File: src/rtl/mem_arbiter.sv
// mem_arbiter: shares one single-port data memory between instruction fetch
// (IF) and the load/store unit (LS). LS has fixed priority, with a starvation
// guard that lets IF win after STARVE_MAX consecutive contended LS grants.
// Each access is bounded by an ack timeout. All outputs are registered.
module mem_arbiter #(
  parameter int TIMEOUT    = 16,
  parameter int STARVE_MAX = 2
) (
  input  logic        clk,
  input  logic        rst,
  input  logic        if_req,
  input  logic [31:0] if_addr,
  output logic        if_gnt,
  output logic        if_valid,
  output logic [31:0] if_rdata,
  output logic        if_err,
  input  logic        ls_req,
  input  logic        ls_we,
  input  logic [31:0] ls_addr,
  input  logic [31:0] ls_wdata,
  input  logic [3:0]  ls_wstrb,
  output logic        ls_gnt,
  output logic        ls_valid,
  output logic [31:0] ls_rdata,
  output logic        ls_err,
  output logic        mem_en,
  output logic        mem_we,
  output logic [31:0] mem_addr,
  output logic [31:0] mem_wdata,
  output logic [3:0]  mem_wstrb,
  input  logic [31:0] mem_rdata,
  input  logic        mem_ack
);

  // The wait counter only needs to reach TIMEOUT-1; keep at least one bit.
  localparam int CNT_W = (TIMEOUT > 1) ? $clog2(TIMEOUT) : 1;
  localparam int STV_W = $clog2(STARVE_MAX + 1);
  localparam logic [CNT_W-1:0] CNT_LAST = CNT_W'(TIMEOUT - 1);
  localparam logic [STV_W-1:0] STV_MAX  = STV_W'(STARVE_MAX);

  typedef enum logic [1:0] {
    S_IDLE = 2'd0,
    S_BUSY = 2'd1,
    S_RESP = 2'd2
  } state_t;

  state_t            r_state, w_state_next;
  logic [CNT_W-1:0]  r_cnt, w_cnt_next;
  logic [STV_W-1:0]  r_starve, w_starve_next;
  logic              r_owner_ls, w_owner_ls_next;
  logic              r_if_gnt, w_if_gnt_next;
  logic              r_ls_gnt, w_ls_gnt_next;
  logic              r_if_valid, w_if_valid_next;
  logic              r_ls_valid, w_ls_valid_next;
  logic [31:0]       r_if_rdata, w_if_rdata_next;
  logic              r_if_err, w_if_err_next;
  logic [31:0]       r_ls_rdata, w_ls_rdata_next;
  logic              r_ls_err, w_ls_err_next;
  logic              r_mem_en, w_mem_en_next;
  logic              r_mem_we, w_mem_we_next;
  logic [31:0]       r_mem_addr, w_mem_addr_next;
  logic [31:0]       r_mem_wdata, w_mem_wdata_next;
  logic [3:0]        r_mem_wstrb, w_mem_wstrb_next;
  logic              w_done;
  logic [31:0]       w_done_rdata;
  logic              w_done_err;
  logic              w_contend;
  logic              w_ls_wins;

  // LS wins unless IF is also waiting and has already been passed over
  // STARVE_MAX times in a row.
  assign w_contend = if_req && ls_req;
  assign w_ls_wins = ls_req && (!if_req || (r_starve < STV_MAX));

  // Next-state and registered-output computation for IDLE -> BUSY -> RESP.
  always_comb begin
    w_state_next     = r_state;
    w_cnt_next       = r_cnt;
    w_starve_next    = r_starve;
    w_owner_ls_next  = r_owner_ls;
    w_if_gnt_next    = 1'b0;
    w_ls_gnt_next    = 1'b0;
    w_if_valid_next  = 1'b0;
    w_ls_valid_next  = 1'b0;
    w_if_rdata_next  = r_if_rdata;
    w_if_err_next    = r_if_err;
    w_ls_rdata_next  = r_ls_rdata;
    w_ls_err_next    = r_ls_err;
    w_mem_en_next    = r_mem_en;
    w_mem_we_next    = r_mem_we;
    w_mem_addr_next  = r_mem_addr;
    w_mem_wdata_next = r_mem_wdata;
    w_mem_wstrb_next = r_mem_wstrb;
    w_done           = 1'b0;
    w_done_rdata     = '0;
    w_done_err       = 1'b0;
    case (r_state)
      S_IDLE: begin
        if (if_req || ls_req) begin
          w_state_next    = S_BUSY;
          w_cnt_next      = '0;
          w_mem_en_next   = 1'b1;
          w_owner_ls_next = w_ls_wins;
          if (w_ls_wins) begin
            w_ls_gnt_next    = 1'b1;
            w_mem_we_next    = ls_we;
            w_mem_addr_next  = ls_addr;
            w_mem_wdata_next = ls_wdata;
            w_mem_wstrb_next = ls_wstrb;
            // Only contended wins count against IF; the guard keeps it
            // below the saturation point so no explicit clamp is needed.
            if (w_contend) begin
              w_starve_next = r_starve + 1'b1;
            end
          end else begin
            w_if_gnt_next    = 1'b1;
            w_mem_we_next    = 1'b0;
            w_mem_addr_next  = if_addr;
            w_mem_wdata_next = '0;
            w_mem_wstrb_next = '0;
            w_starve_next    = '0;
          end
        end
      end
      S_BUSY: begin
        // Ack beats timeout when both land on the last allowed cycle.
        if (mem_ack) begin
          w_done       = 1'b1;
          w_done_rdata = r_mem_we ? 32'd0 : mem_rdata;
        end else if (r_cnt == CNT_LAST) begin
          w_done     = 1'b1;
          w_done_err = 1'b1;
        end else begin
          w_cnt_next = r_cnt + 1'b1;
        end
        if (w_done) begin
          w_state_next  = S_RESP;
          w_mem_en_next = 1'b0;
          if (r_owner_ls) begin
            w_ls_valid_next = 1'b1;
            w_ls_rdata_next = w_done_rdata;
            w_ls_err_next   = w_done_err;
          end else begin
            w_if_valid_next = 1'b1;
            w_if_rdata_next = w_done_rdata;
            w_if_err_next   = w_done_err;
          end
        end
      end
      S_RESP: begin
        w_state_next = S_IDLE;
      end
      default: begin
        w_state_next = S_IDLE;
      end
    endcase
  end

  // State and output registers; reset abandons any access in flight.
  always_ff @(posedge clk) begin
    if (rst) begin
      r_state     <= S_IDLE;
      r_cnt       <= '0;
      r_starve    <= '0;
      r_owner_ls  <= 1'b0;
      r_if_gnt    <= 1'b0;
      r_ls_gnt    <= 1'b0;
      r_if_valid  <= 1'b0;
      r_ls_valid  <= 1'b0;
      r_if_rdata  <= '0;
      r_if_err    <= 1'b0;
      r_ls_rdata  <= '0;
      r_ls_err    <= 1'b0;
      r_mem_en    <= 1'b0;
      r_mem_we    <= 1'b0;
      r_mem_addr  <= '0;
      r_mem_wdata <= '0;
      r_mem_wstrb <= '0;
    end else begin
      r_state     <= w_state_next;
      r_cnt       <= w_cnt_next;
      r_starve    <= w_starve_next;
      r_owner_ls  <= w_owner_ls_next;
      r_if_gnt    <= w_if_gnt_next;
      r_ls_gnt    <= w_ls_gnt_next;
      r_if_valid  <= w_if_valid_next;
      r_ls_valid  <= w_ls_valid_next;
      r_if_rdata  <= w_if_rdata_next;
      r_if_err    <= w_if_err_next;
      r_ls_rdata  <= w_ls_rdata_next;
      r_ls_err    <= w_ls_err_next;
      r_mem_en    <= w_mem_en_next;
      r_mem_we    <= w_mem_we_next;
      r_mem_addr  <= w_mem_addr_next;
      r_mem_wdata <= w_mem_wdata_next;
      r_mem_wstrb <= w_mem_wstrb_next;
    end
  end

  assign if_gnt    = r_if_gnt;
  assign if_valid  = r_if_valid;
  assign if_rdata  = r_if_rdata;
  assign if_err    = r_if_err;
  assign ls_gnt    = r_ls_gnt;
  assign ls_valid  = r_ls_valid;
  assign ls_rdata  = r_ls_rdata;
  assign ls_err    = r_ls_err;
  assign mem_en    = r_mem_en;
  assign mem_we    = r_mem_we;
  assign mem_addr  = r_mem_addr;
  assign mem_wdata = r_mem_wdata;
  assign mem_wstrb = r_mem_wstrb;

endmodule

File: config.mk
export PLATFORM = sky130hd
export DESIGN_NAME = mem_arbiter
export DESIGN_NICKNAME = d
export VERILOG_FILES = /design/src/rtl/mem_arbiter.sv
export SDC_FILE = /design/constraint.sdc
export NUM_CORES = 1
export LEC_CHECK = 0
export BUFFER_PORTS_ARGS = -buffer_cell sky130_fd_sc_hd__buf_2
export CORE_MARGIN = 2
export CORE_UTILIZATION = 35
export CTS_CLUSTER_DIAMETER = 30
export DETAILED_ROUTE_END_ITERATION = 10
export PLACE_DENSITY = 0.66
export SLEW_MARGIN = 15
export SYNTH_ARGS = -nofsm -noshare
export SYNTH_HDL_FRONTEND = slang
export SYNTH_SLANG_ARGS = --single-unit
File: constraint.sdc
create_clock -name clk -period 2.6 [get_ports clk]
set_clock_uncertainty 0.1 [all_clocks]
set_input_delay 0.13 -clock clk [delete_from_list [all_inputs] [get_ports clk]]
set_output_delay 0.13 -clock clk [all_outputs]
set_load 0.02 [all_outputs]
==> impl_results.md, run 1 <==
* IO Port Bufs at 277
* Worst slack at placement at 815 ps
* Die W at 126 µm
* Detailed-route wire length at 17200 µm
* Skew-Pair Late Insertion Delay at 410 ps
* Async set or reset register ratio after synthesis at 0
* Setup TNS at 0 ps
* Post-DP HPWL at 10600 µm
* Post-layout util at 0.593
* Crit path max fanout at 17
* Final setup fails at 0
* Final GP Congestion at 0.802
* Fmax at 0.480 GHz
* Ant diodes at 0
* Mapped cell area at 5200 µm²
* DR WL/cell at 16.6 µm
* RR Startpoint: r_starve[1]
* Worst EP required at 2810 ps
* Syn. warnings at 0
* Power density cells at 686 nW/µm²
* Switching power at 1.61 mW
* Detailed Routing Iterations Pass 1 at 5
* RSZ-0062 raised after global routing: false
* Logic gate share of total power at 0.163
* Top FF cell, synth: dfxtp_1
* CTS tree: built
* Num Clock Sinks at 149
* Final min period at 2080 ps
* R2r setup slk at 600 ps
* Clk pin slew, worst setup/hold paths at 60 ps
* DRT iter0 DRCs at 239
* Clock share of power at 0.414
* Core Area at 14500 µm²
* Vias in the first global route at 5540
* Sw Ratio at 0.271
* Largest area contributor in the netlist: dfxtp_1
* Antenna violations before repair at 0
* Min-Delay Endpoint: mem_addr[20]
* Layout net count at 981
* Area contributors post-synth: dfxtp_1 57%, a22o_1 17%, mux2i_1 6.2%
* Count leader, synth: dfxtp_1
* CTS Root Cell: clkbuf_16
* Worst-case headroom to the max-slew limit at 0.527
* Max_cap viols at 0
* Syn_nets at 585
* First-pass GRT wire length at 27300 µm
* Via density at 5.14
* Sequential share of the synthesized area at 0.574
* Final hold violation count at 0
* Starting density of the core at 0.358
* Post-synth top area share at 0.574
* Max-slew violation count at 0
* Seq cells post-synth at 149
* Worst setup SP type: input port
* Hold wc startpoint: ls_addr[20]
* Row count at 44
* Vias at 5342
* Die Y at 126 µm
* WS Path Type: input port to register
* Clk buf depth at 2
* Sequential group share of total power at 0.423
* Syn_area_per_cell at 11.7 µm²
* Final Cycle Share at 0.802
* Worst min-delay path category: input port to register
* Layout cell share with drive strength beyond 1 at 0.389
* Status: finished clean
* Number of synthesized flops with an enable pin at 0
* Final setup margin at 516 ps
* Area delta synth->final at 65.7%
* Worst Hold Depth at 3
* Largest net degree at the start of global routing at 40
* CP Capture Type: register
* Post-synth cell types at 36
* Top Ports at 278
* Worst VDD drop at 0.432 mV
* Die area at 15800 µm²
* Tot GR Track Use at 0.213
* Top cells by count, synth: 149 x dfxtp_1, 101 x a22o_1, 42 x a21oi_1, 33 x a211oi_1, 32 x mux2i_1
* Grt ovf at 0
* Post_cts resized at 0
* Syn Inst Count at 446
* Final ANT Viol Nets at 0
* Worst Tran Pin Value at 710 ps
* Internal at 4.31 mW
* RR Endpoint: mem_addr[25]
* Htree depth at 4
* CTS buffer count at 17
* Reg2Reg Depth at 5
* Leakage power at 4.14 nW
* Arrival @ worst endpoint at 2290 ps
* Worst hold margin at 19.1 ps
* DRC Markers at 0
-- layout make-up --
class	instances	area [µm²]
well taps	184	230
clock buffers	17	425
clock inverters	15	168
fillers	1168	5920
repair buffers	418	2770
flip-flops and latches	149	2980
multi-input cells	256	2050
-- cell usage in the layout (no fill, tap or decap), drive strengths merged --
| cell | synthesis | routed |
|---|---|---|
| bufinv | 0 | 2 |
| nand3 | 3 | 3 |
| a211oi | 33 | 33 |
| buf | 31 | 290 |
| and3 | 1 | 1 |
| nor2b | 1 | 1 |
| a311oi | 1 | 1 |
| and4b | 1 | 1 |
| and2 | 1 | 1 |
| o21ai | 1 | 1 |
| or3 | 3 | 3 |
| nor2 | 3 | 3 |
| or2 | 2 | 2 |
| a31o | 1 | 1 |
| ha | 1 | 1 |
| clkinv | 0 | 6 |
| nor4 | 3 | 3 |
| nor4b | 1 | 1 |
| or3b | 3 | 3 |
| a22o | 101 | 101 |
| nand2 | 5 | 5 |
| a21boi | 1 | 1 |
| mux2i | 32 | 32 |
| dfxtp | 149 | 149 |
| a21oi | 42 | 42 |
| a31oi | 4 | 4 |
| nor3 | 2 | 2 |
| a21o | 1 | 1 |
| nand4 | 1 | 1 |
| o221ai | 3 | 3 |
| nand2b | 2 | 2 |
| nor3b | 3 | 3 |
| clkbuf | 10 | 17 |
| dlygate4sd3 | 0 | 128 |
| inv | 0 | 7 |
-- power by group through the flow --
stage          clock network, mW  logic [mW]  registers [mW]
4_1_cts                     2.51       0.949            2.50
3_3_place_gp                   0       0.768            2.54
6_report                    2.45       0.962            2.50
3_5_place_dp                   0       0.786            2.54
5_1_grt                     2.61        1.03            2.51
2_1_floorplan                  0       0.309            2.69
-- worst max-delay path: stages --
cell and delay [ps]:
dlygate4sd3_1 530, buf_2 140, a21boi_4 210, buf_4 310, mux2i_1 110, dlygate4sd3_1 560
a211oi_1 280
-- per-layer routing --
| metal | global-route usage | wire length [µm] | vias up |
|---|---|---|---|
| li1 | - | - | 2516 |
| met1 | 0.238 | 6890 | 2531 |
| met2 | 0.384 | 8820 | 258 |
| met3 | 0.0544 | 1120 | 37 |
| met4 | 0.0905 | 380 | 0 |
| met5 | 0 | 0 | - |
-- state kept, by name, summed over array words and instances, names as in the netlist --
name        cells
ls_rdata       32
r_state         2
ls_valid        1
mem_wstrb       4
if_valid        1
ls_err          1
r_cnt           4
if_err          1
r_starve        2
r_owner_ls      1
if_rdata       32
if_gnt          1
ls_gnt          1
mem_en          1
mem_addr       32
mem_wdata      32
mem_we          1
-- repair_timing --
item | 4_1_cts | 5_1_grt
hold endpoints to repair | 134 | 0
buffers inserted | 0 | 0
hold buffers | 128 | 0
-- cells by family (layout without fill, tap and decap cells) --
group	Yosys count	in the layout	synth area share
AND/OR/NAND/NOR	35	35	0.0472
multiplexers	32	32	0.0616
AO/OA/AOI/OAI	188	188	0.275
buffers and inverters	41	450	0.0399
flip-flops	149	149	0.574
adder cells (fa/ha/maj)	1	1	0.00241
-- metrics by stage --
stage / cell area (µm²) / power, mW / std cells
floorplan: 5200 / 3.00 / 446
global route: 8620 / 6.15 / 1039
CTS: 8620 / 5.95 / 1039
finish: 8620 / 5.91 / 1039
detailed placement: 6740 / 3.33 / 879
global placement: 6740 / 3.31 / 879
-- worst max-delay path by stage --
| stage | endpoint | slack (ps) | startpoint |
|---|---|---|---|
| after detailed placement | mem_wdata[29] | 810 | ls_req |
| after global routing | mem_addr[15] | 430 | ls_req |
| after floorplan | ls_rdata[0] | 980 | r_cnt[0] |
| after CTS | mem_addr[23] | 540 | ls_req |
| final | mem_addr[25] | 520 | ls_req |
| after global placement | mem_wdata[18] | 860 | if_req |
Power figures use the tool's default switching activity.
==> run 2, diff against run 1 <==
Clock period 2.6 ns to 2 ns, I/O delays scaled along.
==> impl_results.md, run 2 (synthesized netlist as in run 1, its figures left out) <==
* Worst VDD drop at 0.592 mV (was 0.432 mV)
* Skew-Pair Late Insertion Delay at 410 ps (about the same)
* Worst setup SP type: input port (unchanged)
* Final ANT Viol Nets at 0 (unchanged)
* Via density at 5.12 (was 5.14)
* CTS buffer count at 17 (unchanged)
* Status: finished clean (unchanged)
* Met3 usage at 0.0556 (was 0.0544)
* WP buf/inv at 4 (unchanged)
* CTS tree: built (unchanged)
* Area delta synth->final at 69.5% (was 65.7%)
* R2r setup slk at 120 ps (was 600 ps)
* Most frequent cells in the layout: 277 x buf_2, 149 x dfxtp_1, 133 x dlygate4sd3_1, 101 x a22o_1, 40 x a21oi_1 (was 277 x buf_2, 149 x dfxtp_1, 128 x dlygate4sd3_1, 101 x a22o_1, 40 x a21oi_1)
* Fin area at 8810 µm² (was 8620 µm²)
* Crit path max fanout at 17 (unchanged)
* Starting density of the core at 0.358 (unchanged)
* Core Area at 14500 µm² (unchanged)
* Final hold violation count at 0 (unchanged)
* Largest net degree at the start of global routing at 40 (unchanged)
* First-pass GRT wire length at 27300 µm (about the same)
* Die area at 15800 µm² (unchanged)
* Top delay family on crit path: buffers and inverters (unchanged)
* IO Port Bufs at 277 (unchanged)
* Worst min-delay path category: input port to register (unchanged)
* GR Layer Usage met2 at 0.374 (was 0.384)
* Commonest non-fill, non-tap cell in the layout: buf_2 (unchanged)
* Post-layout util at 0.606 (was 0.593)
* Setup TNS at 0 ps (unchanged)
* Max_cap viols at 0 (unchanged)
* Post-route insts no fill at 1052 (was 1039)
* Detailed Routing Iterations Pass 1 at 4 (was 5)
* Worst Tran Pin Value at 605 ps (was 710 ps)
* Arrival @ worst endpoint at 2150 ps (was 2290 ps)
* Detailed-route wire length at 17200 µm (about the same)
* Layout net count at 994 (was 981)
* Grt peak-use layer: met2 (unchanged)
* Critical Path Start: ls_req (unchanged)
* GR Util met1 at 0.245 (was 0.238)
* Worst EP required at 2210 ps (was 2810 ps)
* Hold wc startpoint: rst (was ls_addr[20])
* RR Startpoint: r_starve[1] (unchanged)
* Ant diodes at 0 (unchanged)
* Clk pin slew, worst setup/hold paths at 60 ps (about the same)
* Vias in the first global route at 5477 (was 5540)
* Fmax at 0.515 GHz
* Row count at 44 (unchanged)
* Power density cells at 858 nW/µm² (was 686 nW/µm²)
* Worst slack at placement at 289 ps (was 815 ps)
* Vias at 5389 (was 5342)
* Crit-path max cell delay at 550 ps (was 560 ps)
* Placed insts at 880 (was 879)
* CTS Root Cell: clkbuf_16 (unchanged)
* Post-Place Cell Area at 6800 µm² (was 6740 µm²)
* CP Capture Type: register (unchanged)
* Num Clock Sinks at 149 (unchanged)
* Layout cell share with drive strength beyond 1 at 0.397 (was 0.389)
* DR WL/cell at 16.3 µm (was 16.6 µm)
* Clk buf depth at 2 (unchanged)
* Final min period at 1940 ps
* DRC Markers at 0 (unchanged)
* Slowest stage cell, crit path: dlygate4sd3_1 (unchanged)
* Top Ports at 278 (unchanged)
* Final setup margin at 59.7 ps (was 516 ps)
* WS Path Type: input port to register (unchanged)
* Htree depth at 4 (unchanged)
* Max-slew violation count at 0 (unchanged)
* Final GP Congestion at 0.771 (was 0.802)
* Tot GR Track Use at 0.212 (was 0.213)
* Die Y at 126 µm (unchanged)
* Final setup fails at 0 (unchanged)
* Final Cycle Share at 0.970
* DRT iter0 DRCs at 226 (was 239)
* Worst-path cell chain: dlygate4sd3_1 -> buf_2 -> a21boi_4 -> buf_12 -> mux2i_1 -> dlygate4sd3_1 -> a211oi_1 (was dlygate4sd3_1 -> buf_2 -> a21boi_4 -> buf_4 -> mux2i_1 -> dlygate4sd3_1 -> a211oi_1)
* Post-DP HPWL at 10600 µm (about the same)
* Most used cell, CP: dlygate4sd3_1 (unchanged)
* Grt ovf at 0 (unchanged)
* Antenna violations before repair at 0 (unchanged)
* Leakage power at 4.21 nW (was 4.14 nW)
* Worst-case headroom to the max-slew limit at 0.596 (was 0.527)
* Die W at 126 µm (unchanged)
[run 2: changes by cell type in the layout (fill, tap and decap cells not counted)]
cell            previous run  this run
dlymetal6s4s_1             0         2
clkinv_4                   3         4
clkinv_8                   0         1
bufinv_16                  2         0
clkinv_2                   3         0
a211oi_1                  33        27
clkinvlp_4                 0         3
a211oi_2                   0         6
buf_12                     0         6
dlygate4sd3_1            128       133
[run 2: area by class of cell]
type | instances | area [µm²]
clock buffers | 17 | 425
clock inverters | 15 | 140
fillers | 1148 | 5720
multi-input cells | 256 | 2080
flip-flops and latches | 149 | 2980
well taps | 184 | 230
repair buffers | 431 | 2960
[run 2: path summary, 6_finish.rpt]
path | endpoint | cells after the start
setup / recovery | mem_addr[25] | 7
setup reg to reg | mem_addr[25] | 5
hold reg to reg | ls_rdata[9] | 1
hold / removal | r_cnt[0] | 2
[run 2: worst register-to-register path, delay by kind of cell (launching register included)]
family,cells,cell delay [ps]
mux,1,90
flops,1,340
compound gates,2,500
buf+inv,2,750
[run 2: layer usage]
metal / wire [µm] / part of all wire / vias to the layer above
li1: - / - / 2552
met1: 7170 / 0.42 / 2542
met2: 8530 / 0.50 / 251
met3: 1040 / 0.061 / 44
met4: 448 / 0.026 / 0
met5: 0 / 0 / -
[run 2: timing repair]
action / in CTS / in global routing
resized for setup: 0 / 14
hold endpoints to repair: 136 / 0
buffers inserted: 0 / 5
hold buffers: 135 / 0
setup endpoints to repair: 0 / 27
[run 2: where the power goes]
| part | leakage, nW | internal [mW] | switching [mW] |
|---|---|---|---|
| logic | 2.73 | 0.622 | 0.686 |
| registers | 1.22 | 3.14 | 0.104 |
| clock network | 0.268 | 1.64 | 1.37 |
[run 2: stage by stage]
stage	hold WS (ps)	total power [mW]
2_1_floorplan	96.6	3.90
3_3_place_gp	210	4.31
3_5_place_dp	218	4.34
4_1_cts	81.6	7.59
5_1_grt	124	7.89
6_report	112	7.56
